==> src/rtl/bombe_pkg.sv <==
// Shared definitions for the bombe drum-bank controllers: alphabet size,
// rotor position width, sweep FSM encoding and packed-position helpers.
package bombe_pkg;

    localparam int ALPHA          = 26;
    localparam int POS_W          = 5;
    localparam int TOTAL_SETTINGS = ALPHA * ALPHA * ALPHA;

    // A setting packed as {pos2, pos1, pos0}, pos0 in the low bits.
    localparam int HIT_W    = 3 * POS_W;
    localparam int POS0_LSB = 0;
    localparam int POS1_LSB = POS_W;
    localparam int POS2_LSB = 2 * POS_W;

    typedef enum logic [2:0] {
        S_IDLE    = 3'd0,
        S_ARM     = 3'd1,
        S_WAIT    = 3'd2,
        S_RECORD  = 3'd3,
        S_ADVANCE = 3'd4,
        S_DONE    = 3'd5
    } sweep_state_t;

    function automatic logic [HIT_W-1:0] pack_pos(input logic [POS_W-1:0] p0,
                                                  input logic [POS_W-1:0] p1,
                                                  input logic [POS_W-1:0] p2);
        return {p2, p1, p0};
    endfunction

endpackage

==> src/rtl/bombe_position_sweeper_if.sv <==
// Control, drum-bank and hit-drain signals of the position sweeper.
// slave = the sweeper itself, master = whoever drives it (HPS bus + bank).
interface bombe_position_sweeper_if;
    import bombe_pkg::*;

    logic             start;
    logic             abort;
    logic [POS_W-1:0] start_position_0;
    logic [POS_W-1:0] start_position_1;
    logic [POS_W-1:0] start_position_2;
    logic [POS_W-1:0] init_rotor_position_0;
    logic [POS_W-1:0] init_rotor_position_1;
    logic [POS_W-1:0] init_rotor_position_2;
    logic             bank_reset;
    logic             bank_done;
    logic             bank_fault;
    logic             busy;
    logic             sweep_done;
    logic             hit_valid;
    logic             hit_ready;
    logic [HIT_W-1:0] hit_position;
    logic [15:0]      hit_count;
    logic [15:0]      timeout_count;

    modport master (
        output start, abort, start_position_0, start_position_1, start_position_2,
               bank_done, bank_fault, hit_ready,
        input  init_rotor_position_0, init_rotor_position_1, init_rotor_position_2,
               bank_reset, busy, sweep_done, hit_valid, hit_position,
               hit_count, timeout_count
    );

    modport slave (
        input  start, abort, start_position_0, start_position_1, start_position_2,
               bank_done, bank_fault, hit_ready,
        output init_rotor_position_0, init_rotor_position_1, init_rotor_position_2,
               bank_reset, busy, sweep_done, hit_valid, hit_position,
               hit_count, timeout_count
    );

endinterface

==> src/rtl/bombe_position_sweeper_hit_fifo.sv <==
// Small synchronous FIFO holding recorded hits. A pop on a full FIFO frees
// the slot in the same cycle, so o_can_push already accounts for it.
module hit_fifo #(
    parameter int WIDTH = 15,
    parameter int DEPTH = 8
) (
    input  logic             i_clk,
    input  logic             i_rst_n,
    input  logic             i_push,
    input  logic [WIDTH-1:0] i_data,
    output logic             o_can_push,
    input  logic             i_pop,
    output logic             o_valid,
    output logic [WIDTH-1:0] o_data
);
    localparam int AW = $clog2(DEPTH);

    logic [WIDTH-1:0] r_mem [DEPTH];
    logic [AW:0]      r_wptr;
    logic [AW:0]      r_rptr;
    logic             w_empty;
    logic             w_full;
    logic             w_do_pop;
    logic             w_do_push;

    assign w_empty    = (r_wptr == r_rptr);
    assign w_full     = (r_wptr[AW] != r_rptr[AW]) && (r_wptr[AW-1:0] == r_rptr[AW-1:0]);
    assign w_do_pop   = i_pop && !w_empty;
    assign o_can_push = !w_full || w_do_pop;
    assign w_do_push  = i_push && o_can_push;
    assign o_valid    = !w_empty;
    assign o_data     = w_empty ? '0 : r_mem[r_rptr[AW-1:0]];

    // Read/write pointers; the extra MSB tells full from empty.
    always_ff @(posedge i_clk or negedge i_rst_n) begin
        if (!i_rst_n) begin
            r_wptr <= '0;
            r_rptr <= '0;
        end else begin
            if (w_do_push) r_wptr <= r_wptr + (AW+1)'(1);
            if (w_do_pop)  r_rptr <= r_rptr + (AW+1)'(1);
        end
    end

    // Storage needs no reset: an empty FIFO never exposes it.
    always_ff @(posedge i_clk) begin
        if (w_do_push) r_mem[r_wptr[AW-1:0]] <= i_data;
    end

endmodule

==> src/rtl/bombe_position_sweeper.sv <==
// Steps the three initial rotor positions through every setting, re-arms the
// drum bank for each one and queues fault-free stops in the hit FIFO.
module bombe_position_sweeper
    import bombe_pkg::*;
#(
    parameter int TIMEOUT_CYCLES = 1023,
    parameter int FIFO_DEPTH     = 8,
    parameter int ALPHA          = bombe_pkg::ALPHA
) (
    input  logic                    i_clk,
    input  logic                    i_reset,
    bombe_position_sweeper_if.slave io_bus
);
    localparam int               WAIT_W = $clog2(TIMEOUT_CYCLES + 1);
    localparam logic [POS_W-1:0] LAST   = POS_W'(ALPHA - 1);

    sweep_state_t      r_state;
    logic [POS_W-1:0]  r_pos0, r_pos1, r_pos2;
    logic [HIT_W-1:0]  r_snap;
    logic [WAIT_W-1:0] r_wait;
    logic              r_arm_2nd;
    logic              r_bank_reset;
    logic              r_busy;
    logic              r_sweep_done;
    logic [15:0]       r_hit_count;
    logic [15:0]       r_timeout_count;

    logic              w_wrap0, w_wrap1, w_wrap2;
    logic [POS_W-1:0]  w_nxt0, w_nxt1, w_nxt2;
    logic [HIT_W-1:0]  w_cur, w_nxt;
    logic              w_can_push;
    logic              w_push;
    logic [POS_W-1:0]  w_st0, w_st1, w_st2;

    // Out-of-range start positions collapse to 0.
    function automatic logic [POS_W-1:0] clamp_pos(input logic [POS_W-1:0] p);
        return (32'(p) < ALPHA) ? p : '0;
    endfunction

    assign w_st0 = clamp_pos(io_bus.start_position_0);
    assign w_st1 = clamp_pos(io_bus.start_position_1);
    assign w_st2 = clamp_pos(io_bus.start_position_2);
    assign w_cur = pack_pos(r_pos0, r_pos1, r_pos2);

    // Odometer step: pos0 fastest, carries ripple into pos1 then pos2.
    always_comb begin
        w_wrap0 = (r_pos0 == LAST);
        w_wrap1 = (r_pos1 == LAST);
        w_wrap2 = (r_pos2 == LAST);
        w_nxt0  = w_wrap0 ? '0 : r_pos0 + POS_W'(1);
        w_nxt1  = r_pos1;
        w_nxt2  = r_pos2;
        if (w_wrap0) w_nxt1 = w_wrap1 ? '0 : r_pos1 + POS_W'(1);
        if (w_wrap0 && w_wrap1) w_nxt2 = w_wrap2 ? '0 : r_pos2 + POS_W'(1);
        w_nxt = pack_pos(w_nxt0, w_nxt1, w_nxt2);
    end

    assign w_push = (r_state == S_RECORD) && w_can_push;

    // Sweep sequencer; every output it drives is registered here.
    always_ff @(posedge i_clk or negedge i_reset) begin
        if (!i_reset) begin
            r_state         <= S_IDLE;
            r_pos0          <= '0;
            r_pos1          <= '0;
            r_pos2          <= '0;
            r_snap          <= '0;
            r_wait          <= '0;
            r_arm_2nd       <= 1'b0;
            r_bank_reset    <= 1'b1;
            r_busy          <= 1'b0;
            r_sweep_done    <= 1'b0;
            r_hit_count     <= '0;
            r_timeout_count <= '0;
        end else begin
            case (r_state)
                S_IDLE, S_DONE: begin
                    if (io_bus.start) begin
                        r_pos0          <= w_st0;
                        r_pos1          <= w_st1;
                        r_pos2          <= w_st2;
                        r_snap          <= pack_pos(w_st0, w_st1, w_st2);
                        r_hit_count     <= '0;
                        r_timeout_count <= '0;
                        r_sweep_done    <= 1'b0;
                        r_busy          <= 1'b1;
                        r_bank_reset    <= 1'b1;
                        r_arm_2nd       <= 1'b0;
                        r_state         <= S_ARM;
                    end
                end
                // Two reset cycles so the bank leaves reset on a clean boundary.
                S_ARM: begin
                    if (r_arm_2nd) begin
                        r_bank_reset <= 1'b0;
                        r_wait       <= '0;
                        r_state      <= S_WAIT;
                    end else begin
                        r_arm_2nd <= 1'b1;
                    end
                end
                S_WAIT: begin
                    r_wait <= r_wait + WAIT_W'(1);
                    if (io_bus.bank_fault) begin
                        r_state <= S_ADVANCE;
                    end else if (io_bus.bank_done) begin
                        r_state <= S_RECORD;
                    end else if (r_wait == WAIT_W'(TIMEOUT_CYCLES - 1)) begin
                        if (r_timeout_count != 16'hFFFF)
                            r_timeout_count <= r_timeout_count + 16'd1;
                        r_state <= S_ADVANCE;
                    end
                end
                // Stall here while the FIFO is full; a hit is never lost.
                S_RECORD: begin
                    if (w_can_push) begin
                        if (r_hit_count != 16'hFFFF)
                            r_hit_count <= r_hit_count + 16'd1;
                        r_state <= S_ADVANCE;
                    end
                end
                S_ADVANCE: begin
                    r_pos0       <= w_nxt0;
                    r_pos1       <= w_nxt1;
                    r_pos2       <= w_nxt2;
                    r_bank_reset <= 1'b1;
                    r_arm_2nd    <= 1'b0;
                    if (w_nxt == r_snap) begin
                        r_busy       <= 1'b0;
                        r_sweep_done <= 1'b1;
                        r_state      <= S_DONE;
                    end else begin
                        r_state <= S_ARM;
                    end
                end
                default: begin
                    r_bank_reset <= 1'b1;
                    r_busy       <= 1'b0;
                    r_state      <= S_IDLE;
                end
            endcase
            // Abort wins over whatever the current state decided.
            if (io_bus.abort && r_busy) begin
                r_state      <= S_IDLE;
                r_busy       <= 1'b0;
                r_bank_reset <= 1'b1;
                r_sweep_done <= 1'b0;
            end
        end
    end

    hit_fifo #(
        .WIDTH (HIT_W),
        .DEPTH (FIFO_DEPTH)
    ) u_hit_fifo (
        .i_clk      (i_clk),
        .i_rst_n    (i_reset),
        .i_push     (w_push),
        .i_data     (w_cur),
        .o_can_push (w_can_push),
        .i_pop      (io_bus.hit_ready),
        .o_valid    (io_bus.hit_valid),
        .o_data     (io_bus.hit_position)
    );

    assign io_bus.init_rotor_position_0 = r_pos0;
    assign io_bus.init_rotor_position_1 = r_pos1;
    assign io_bus.init_rotor_position_2 = r_pos2;
    assign io_bus.bank_reset            = r_bank_reset;
    assign io_bus.busy                  = r_busy;
    assign io_bus.sweep_done            = r_sweep_done;
    assign io_bus.hit_count             = r_hit_count;
    assign io_bus.timeout_count         = r_timeout_count;

endmodule

==> src/flat_wrapper.sv <==
// flat-port wrapper written by rule: the top's interface ports become plain ports
module bombe_position_sweeper_flat import bombe_pkg::*;
#(
    parameter int TIMEOUT_CYCLES = 1023,
    parameter int FIFO_DEPTH     = 8,
    parameter int ALPHA          = bombe_pkg::ALPHA
)
  (i_clk, i_reset, io_bus_start, io_bus_abort, io_bus_start_position_0, io_bus_start_position_1, io_bus_start_position_2, io_bus_bank_done, io_bus_bank_fault, io_bus_hit_ready, io_bus_init_rotor_position_0, io_bus_init_rotor_position_1, io_bus_init_rotor_position_2, io_bus_bank_reset, io_bus_busy, io_bus_sweep_done, io_bus_hit_valid, io_bus_hit_position, io_bus_hit_count, io_bus_timeout_count);
  bombe_position_sweeper_if io_bus_i ();
  input  logic i_clk;
  input  logic i_reset;
  input wire logic [$bits(io_bus_i.start)-1:0] io_bus_start;
  input wire logic [$bits(io_bus_i.abort)-1:0] io_bus_abort;
  input wire logic [$bits(io_bus_i.start_position_0)-1:0] io_bus_start_position_0;
  input wire logic [$bits(io_bus_i.start_position_1)-1:0] io_bus_start_position_1;
  input wire logic [$bits(io_bus_i.start_position_2)-1:0] io_bus_start_position_2;
  input wire logic [$bits(io_bus_i.bank_done)-1:0] io_bus_bank_done;
  input wire logic [$bits(io_bus_i.bank_fault)-1:0] io_bus_bank_fault;
  input wire logic [$bits(io_bus_i.hit_ready)-1:0] io_bus_hit_ready;
  output wire logic [$bits(io_bus_i.init_rotor_position_0)-1:0] io_bus_init_rotor_position_0;
  output wire logic [$bits(io_bus_i.init_rotor_position_1)-1:0] io_bus_init_rotor_position_1;
  output wire logic [$bits(io_bus_i.init_rotor_position_2)-1:0] io_bus_init_rotor_position_2;
  output wire logic [$bits(io_bus_i.bank_reset)-1:0] io_bus_bank_reset;
  output wire logic [$bits(io_bus_i.busy)-1:0] io_bus_busy;
  output wire logic [$bits(io_bus_i.sweep_done)-1:0] io_bus_sweep_done;
  output wire logic [$bits(io_bus_i.hit_valid)-1:0] io_bus_hit_valid;
  output wire logic [$bits(io_bus_i.hit_position)-1:0] io_bus_hit_position;
  output wire logic [$bits(io_bus_i.hit_count)-1:0] io_bus_hit_count;
  output wire logic [$bits(io_bus_i.timeout_count)-1:0] io_bus_timeout_count;
  assign io_bus_i.start = io_bus_start;
  assign io_bus_i.abort = io_bus_abort;
  assign io_bus_i.start_position_0 = io_bus_start_position_0;
  assign io_bus_i.start_position_1 = io_bus_start_position_1;
  assign io_bus_i.start_position_2 = io_bus_start_position_2;
  assign io_bus_i.bank_done = io_bus_bank_done;
  assign io_bus_i.bank_fault = io_bus_bank_fault;
  assign io_bus_i.hit_ready = io_bus_hit_ready;
  assign io_bus_init_rotor_position_0 = io_bus_i.init_rotor_position_0;
  assign io_bus_init_rotor_position_1 = io_bus_i.init_rotor_position_1;
  assign io_bus_init_rotor_position_2 = io_bus_i.init_rotor_position_2;
  assign io_bus_bank_reset = io_bus_i.bank_reset;
  assign io_bus_busy = io_bus_i.busy;
  assign io_bus_sweep_done = io_bus_i.sweep_done;
  assign io_bus_hit_valid = io_bus_i.hit_valid;
  assign io_bus_hit_position = io_bus_i.hit_position;
  assign io_bus_hit_count = io_bus_i.hit_count;
  assign io_bus_timeout_count = io_bus_i.timeout_count;
  bombe_position_sweeper #(.TIMEOUT_CYCLES(TIMEOUT_CYCLES), .FIFO_DEPTH(FIFO_DEPTH), .ALPHA(ALPHA)) u_core (.i_clk(i_clk), .i_reset(i_reset), .io_bus(io_bus_i));
endmodule
==> config.mk <==
export PLATFORM = sky130hd
export DESIGN_NAME = bombe_position_sweeper_flat
export DESIGN_NICKNAME = d
export VERILOG_FILES = /design/src/rtl/bombe_pkg.sv /design/src/rtl/bombe_position_sweeper_if.sv /design/src/rtl/bombe_position_sweeper_hit_fifo.sv /design/src/rtl/bombe_position_sweeper.sv /design/src/flat_wrapper.sv
export SDC_FILE = /design/constraint.sdc
export NUM_CORES = 1
export LEC_CHECK = 0
export CAP_MARGIN = 20
export CORE_MARGIN = 4
export CORE_UTILIZATION = 25
export DETAILED_ROUTE_END_ITERATION = 16
export PLACE_DENSITY = 0.43
export SLEW_MARGIN = 20
export SYNTH_ARGS = -nofsm -noshare
export SYNTH_HDL_FRONTEND = slang
export SYNTH_SLANG_ARGS = --single-unit
==> constraint.sdc <==
create_clock -name i_clk -period 3.1 [get_ports i_clk]
set_input_delay 0.775 -clock i_clk [delete_from_list [all_inputs] [get_ports i_clk]]
set_output_delay 0.775 -clock i_clk [all_outputs]
set_load 0.1 [all_outputs]
Word level (Yosys, flattened, before mapping)
Memory sizes are Yosys's and may differ from the RTL's.
Cells that the tools add are included.
{"block": "op_classes", "muxes": 49, "magnitude_cmp": 3, "reduce_logical": 29, "n_addsub": 8, "n_eq_ne": 30}
{"cell": "two-way mux 16 bit", "n": 7}
{"cell": "one-hot mux 16 bit (2 select lines)", "n": 2}
{"cell": "two-way mux 5 bit", "n": 11}
{"cell": "adder 16 x 1 -> 16 bit (second input constant)", "n": 2}
{"cell": "!= test 16 bit (second input constant)", "n": 2}
{"cell": "one-hot mux 5 bit (2 select lines)", "n": 3}
{"cell": "two-way mux 3 bit", "n": 8}
{"cell": "one-hot mux 10 bit (2 select lines)", "n": 1}
{"cell": "adder 5 x 1 -> 5 bit (second input constant)", "n": 3}
{"cell": "equality test 15 bit", "n": 1}
{"cell": "equality test 5 bit (second input constant)", "n": 3}
{"cell": "< comparator 5 bit (second input constant)", "n": 3}
{"cell": "two-way mux 15 bit", "n": 1}
{"cell": "one-hot mux 3 bit (5 select lines)", "n": 1}
{"cell": "adder 10 x 1 -> 10 bit (second input constant)", "n": 1}
{"cell": "equality test 10 bit (second input constant)", "n": 1}
{"cell": "two-way mux 1 bit", "n": 10}
{"cell": "two-way mux 10 bit", "n": 1}
{"cell": "!= test 2 x 1 -> 1 bit (second input constant)", "n": 5}
{"cell": "!= test 2 bit (second input constant)", "n": 5}
{"cell": "one-hot mux 1 bit (3 select lines)", "n": 3}
{"cell": "AND reduction 3 bit", "n": 3}
{"cell": "adder 4 x 1 -> 4 bit (second input constant)", "n": 2}
{"cell": "AND reduction 2 bit", "n": 4}
{"cell": "other kinds (21)", "n": 36}
{"block": "word_totals", "wordCells": 134, "n_memories": 1, "regBits": 87, "mem_bits_rw": 120}
{"name": "u_core.u_hit_fifo.r_mem", "words": 8, "width": 15, "read_ports": 1, "rd_clocked_by_memory_dff": 0, "write_ports": 1, "line": "bombe_position_sweeper_hit_fifo.sv:18", "source": "logic [WIDTH-1:0] r_mem [DEPTH];"}

Logic depth before layout (Yosys ltp)
{"block": "depth", "ltp_word": 8, "mapped_depth": 10}

Modules after synthesis
A second synthesis with hierarchy kept.
{"block": "hier_totals", "hier_cells": 802, "area_unflattened_um2": 9790.6}
{"mod": "hit_fifo", "n_inst": 1, "cells_per_inst": 249, "area_each_um2": 5091.1}
{"mod": "bombe_position_sweeper", "n_inst": 1, "cells_per_inst": 553, "area_each_um2": 4699.5}

Worst setup path after synthesis
Ideal clock, no wire load.
{"block": "synth_path", "kind": "register to output", "start": "register u_core.u_hit_fifo.r_rptr[0]", "end": "output io_bus_hit_position[10]", "arrival_time_ns": 2.745, "stages_incl_launch_ff": 6, "required_ns": 2.325, "path_buffers": 2, "path_slack_ns": -0.420, "path_cell_list": "dfrtp_1 > clkbuf_1 > buf_1 > mux4_2 > mux2i_1 > nor2_1"}
{"block": "synth_between", "elab_chain_cells": 2, "elab_cells_between_ends": 3}
{"element": "start, declared", "line": "bombe_position_sweeper_hit_fifo.sv:20", "source": "logic [AW:0] r_rptr;"}
{"element": "start signal, assigned", "line": "bombe_position_sweeper_hit_fifo.sv:41", "source": "if (w_do_pop) r_rptr <= r_rptr + (AW+1)'(1);"}
{"element": "memory (8 x 15 bit) / equality test 4 bit (equally long branches)"}
{"element": "two-way mux 15 bit *", "line": "bombe_position_sweeper_hit_fifo.sv:32", "source": "assign o_data = w_empty ? '0 : r_mem[r_rptr[AW-1:0]];"}
{"element": "end, declared", "line": "flat_wrapper.sv:27", "source": "output wire logic [$bits(io_bus_i.hit_position)-1:0] io_bus_hit_position;"}
Every way passes the cells marked *; elsewhere a longest branch is shown, timed or not.

Worst setup path after layout
{"block": "layout_path", "start": "register u_core.u_hit_fifo.r_rptr[0]", "end": "output io_bus_hit_position[11]"}
The elaborated chain is that of the path after synthesis.

==> flow_metrics.env <==
export IMPL_period_share_pct=96.7
export IMPL_grt_total_usage_pct=11.9
export IMPL_drive_above_1_share_pct=24.9
export IMPL_post_drt_wl_per_cell_um=17.7
export IMPL_clockBufferDepth=3
export IMPL_die_height_um=207
export IMPL_crit_path_end_kind="output pin"
export IMPL_layout_min_cycle_time_ns=3.00
export IMPL_ys_async_sr_fraction_pct=42.0
export IMPL_ys_dominant_reg_cell="edfxtp_1"
export IMPL_drc=0
export IMPL_hold_path_class="in2async"
export IMPL_finalHoldViolCount=0
export IMPL_synth_top_area_share_pct=36.4
export IMPL_placed_cell_area_um2=11700
export IMPL_startpoint_type="register"
export IMPL_drt_total_wl_um=25700
export IMPL_max_freq_ghz=0.334
export IMPL_setup_worst_path_class="reg2out"
export IMPL_power_switching_mw=6.19
export IMPL_synthCells=790
export IMPL_std_cell_rows=72
export IMPL_outcome="finished, final reports clean"
export IMPL_clk_pin_slew_ns=0.06
export IMPL_coreArea_um2=38900
export IMPL_final_common_cell="edfxtp_1"
export IMPL_setup_viol=0
export IMPL_synth_seq_area_share_pct=58.5
export IMPL_drt_first_iter_violations=344
export IMPL_syn_area_um2=9890
export IMPL_arrival_ns=2.22
export IMPL_hold_buffers=0
export IMPL_synth_edf_count=120
export IMPL_vdd_ir_drop_max_v=0.000399
export IMPL_syn_nets=824
export IMPL_antenna_found_initial=0
export IMPL_postLayoutCoreUtil_pct=32.5
export IMPL_die_area_um2=42800
export IMPL_layout_common_cells="edfxtp_1, buf_4, nand2_1"
export IMPL_clock_root_buffer="clkbuf_16"
export IMPL_place_gp_congestion=0.777
export IMPL_grt_pass1_wl_um=40400
export IMPL_comb_power_share_pct=49.6
export IMPL_first_pass_iters=4
export IMPL_drt_vias_per_instance=4.68
export IMPL_port_buffers=87
export IMPL_p_leak_nw=4.83
export IMPL_io_pins=88
export IMPL_rsz0062_at_grt="true"
export IMPL_place_hpwl_um=17500
export IMPL_fin_area_um2=12600
export IMPL_nets=948
export IMPL_worstPathRequired_ns=2.32
export IMPL_cts_max_level=1
export IMPL_syn_to_final_growth_pct=27.8
export IMPL_power_internal_mw=8.02
export IMPL_cts_buffers=25
export IMPL_synth_area_leaders="edfxtp_1, dfrtp_1, mux4_2"
export IMPL_vias=6792
export IMPL_switching_share_pct=43.6
export IMPL_cts_tree="built"
export IMPL_grt_ovfl_total=0
export IMPL_relSlewSlack_pct=55.4
export IMPL_yosysTopAreaCell="edfxtp_1"
export IMPL_drv_cap=0
export IMPL_antenna_cells=0
export IMPL_tightest_slew_ns=0.668
export IMPL_yosys_warnings=0
export IMPL_clock_skew_ns=0.0114
export IMPL_power_density_nw_per_um2=1120
export IMPL_grt_pass1_vias=6871
export IMPL_path_max_fanout=13
export IMPL_worst_skew_pair_late_latency_ns=0.51
export IMPL_ant_nets=0
export IMPL_dpl_cell_count=1400
export IMPL_ys_types=69
export IMPL_p_total_mw=14.2
export IMPL_start_util_pct=25.4
export IMPL_synth_seq_cells=207
export IMPL_slew_violations=0
export IMPL_die_w_um=207
export IMPL_cts_sinks=207
export IMPL_final_cells=1451
export IMPL_syn_avg_cell_area_um2=12.5
export IMPL_p_seq_share_pct=27.6
export IMPL_grt_max_degree=53
export IMPL_clkPwrFrac_pct=22.8
path summary, 6_finish.rpt:
path	slack (ns)	cells past startpoint	from	end
max in group asynchronous	2.16	2	i_reset	u_core.io_bus.bank_reset$_DFFE_PN1P_
max	0.10	6	u_core.u_hit_fifo.r_rptr[0]$_DFFE_PN0P_	io_bus_hit_position[11]
min reg2reg	0.48	1	u_core.r_wait[7]$_DFFE_PN0P_	u_core.r_wait[7]$_DFFE_PN0P_
max reg2reg	0.31	8	u_core.io_bus.init_rotor_position_0[1]$_DFFE_PN0P_	u_core.io_bus.sweep_done$_DFFE_PN0P_
min	0.25	1	i_reset	u_core.io_bus.init_rotor_position_0[4]$_DFFE_PN0P_
min in group i_clk	0.48	1	u_core.r_wait[7]$_DFFE_PN0P_	u_core.r_wait[7]$_DFFE_PN0P_
registers in the layout, indices dropped and copies added (netlist names), 3 cells and up:
name                                 flops
u_core.r_state                           3
u_core.io_bus.init_rotor_position_2      5
u_core.r_wait                           10
u_core.u_hit_fifo.r_rptr                 4
u_core.io_bus.hit_count                 16
u_core.u_hit_fifo.r_mem                120
u_core.io_bus.init_rotor_position_0      5
u_core.u_hit_fifo.r_wptr                 4
u_core.r_snap                           15
u_core.io_bus.init_rotor_position_1      5
u_core.io_bus.timeout_count             16
layout make-up:
class,instances,area [um2]
fillers,3914,26300
flip-flops and latches,207,5790
multi-input cells,517,3830
repair buffers,139,1360
clock buffers,34,699
well taps,518,648
clock inverters,12,220
inverters,24,90.1
Yosys cell counts, types with 8 or more instances:
cell type	n
edfxtp_1	120
nand2_1	93
dfrtp_1	86
o21ai_0	43
nor2_1	41
mux4_2	30
a21oi_1	29
nand3_1	28
inv_1	24
clkbuf_1	20
mux2i_1	20
o31ai_1	17
xnor2_1	17
ha_1	12
buf_2	11
o311ai_0	11
or4_1	11
nand4_1	10
and3_1	9
a31oi_1	8
nor3_1	8
nor4_1	8
kinds of logic (layout without fill, tap and decap cells):
kind of cell             count (synthesis)  after routing  synth area share (%)
AO/OA/AOI/OAI                          159            159                  10.8
multiplexers                            54             54                  9.31
XOR/XNOR                                23             23                  2.04
adder cells (fa/ha/maj)                 12             12                  1.52
AND/OR/NAND/NOR                        269            269                  14.5
flip-flops                             207            207                  58.5
buffers and inverters                   66            209                  3.39
what timing repair did:
action | CTS | global route
setup buffers | 3 | 2
endpoints found under the setup margin | 13 | 9
gates resized for setup | 2 | 3
per-stage QoR:
step / setup TNS, ns / hold slack, ns / setup slack (ns)
after global routing: -0.0846 / 0.277 / -0.0214
after detailed placement: 0 / 0.474 / 0.202
after CTS: 0 / 0.254 / 0.0162
after floorplan: -1.36 / 0.448 / -0.270
after global placement: 0 / 0.477 / 0.262
final: 0 / 0.251 / 0.102
routing by layer:
| layer | wire length, um | up-vias | GRT usage, % |
|---|---|---|---|
| li1 | - | 3285 | - |
| met1 | 12500 | 3387 | 17.3 |
| met2 | 12100 | 98 | 19.3 |
| met3 | 900 | 22 | 1.94 |
| met4 | 245 | 0 | 1.98 |
| met5 | 0 | - | 0 |
power groups by stage:
stage	clock network, mW	logic (mW)	registers [mW]
floorplan	0	4.00	4.71
global placement	0	7.02	3.99
detailed placement	0	7.05	3.99
CTS	3.34	7.12	3.92
global route	3.46	7.51	3.98
finish	3.24	7.05	3.92
critical path, cell delays in order, from the launching register on:
cell     delay [ns]
dfrtp_4        0.48
buf_12         0.18
buf_12         0.14
mux4_2         0.50
mux2i_2        0.17
nor2_2         0.07
buf_12         0.17
(Power assumes the default switching activity.)
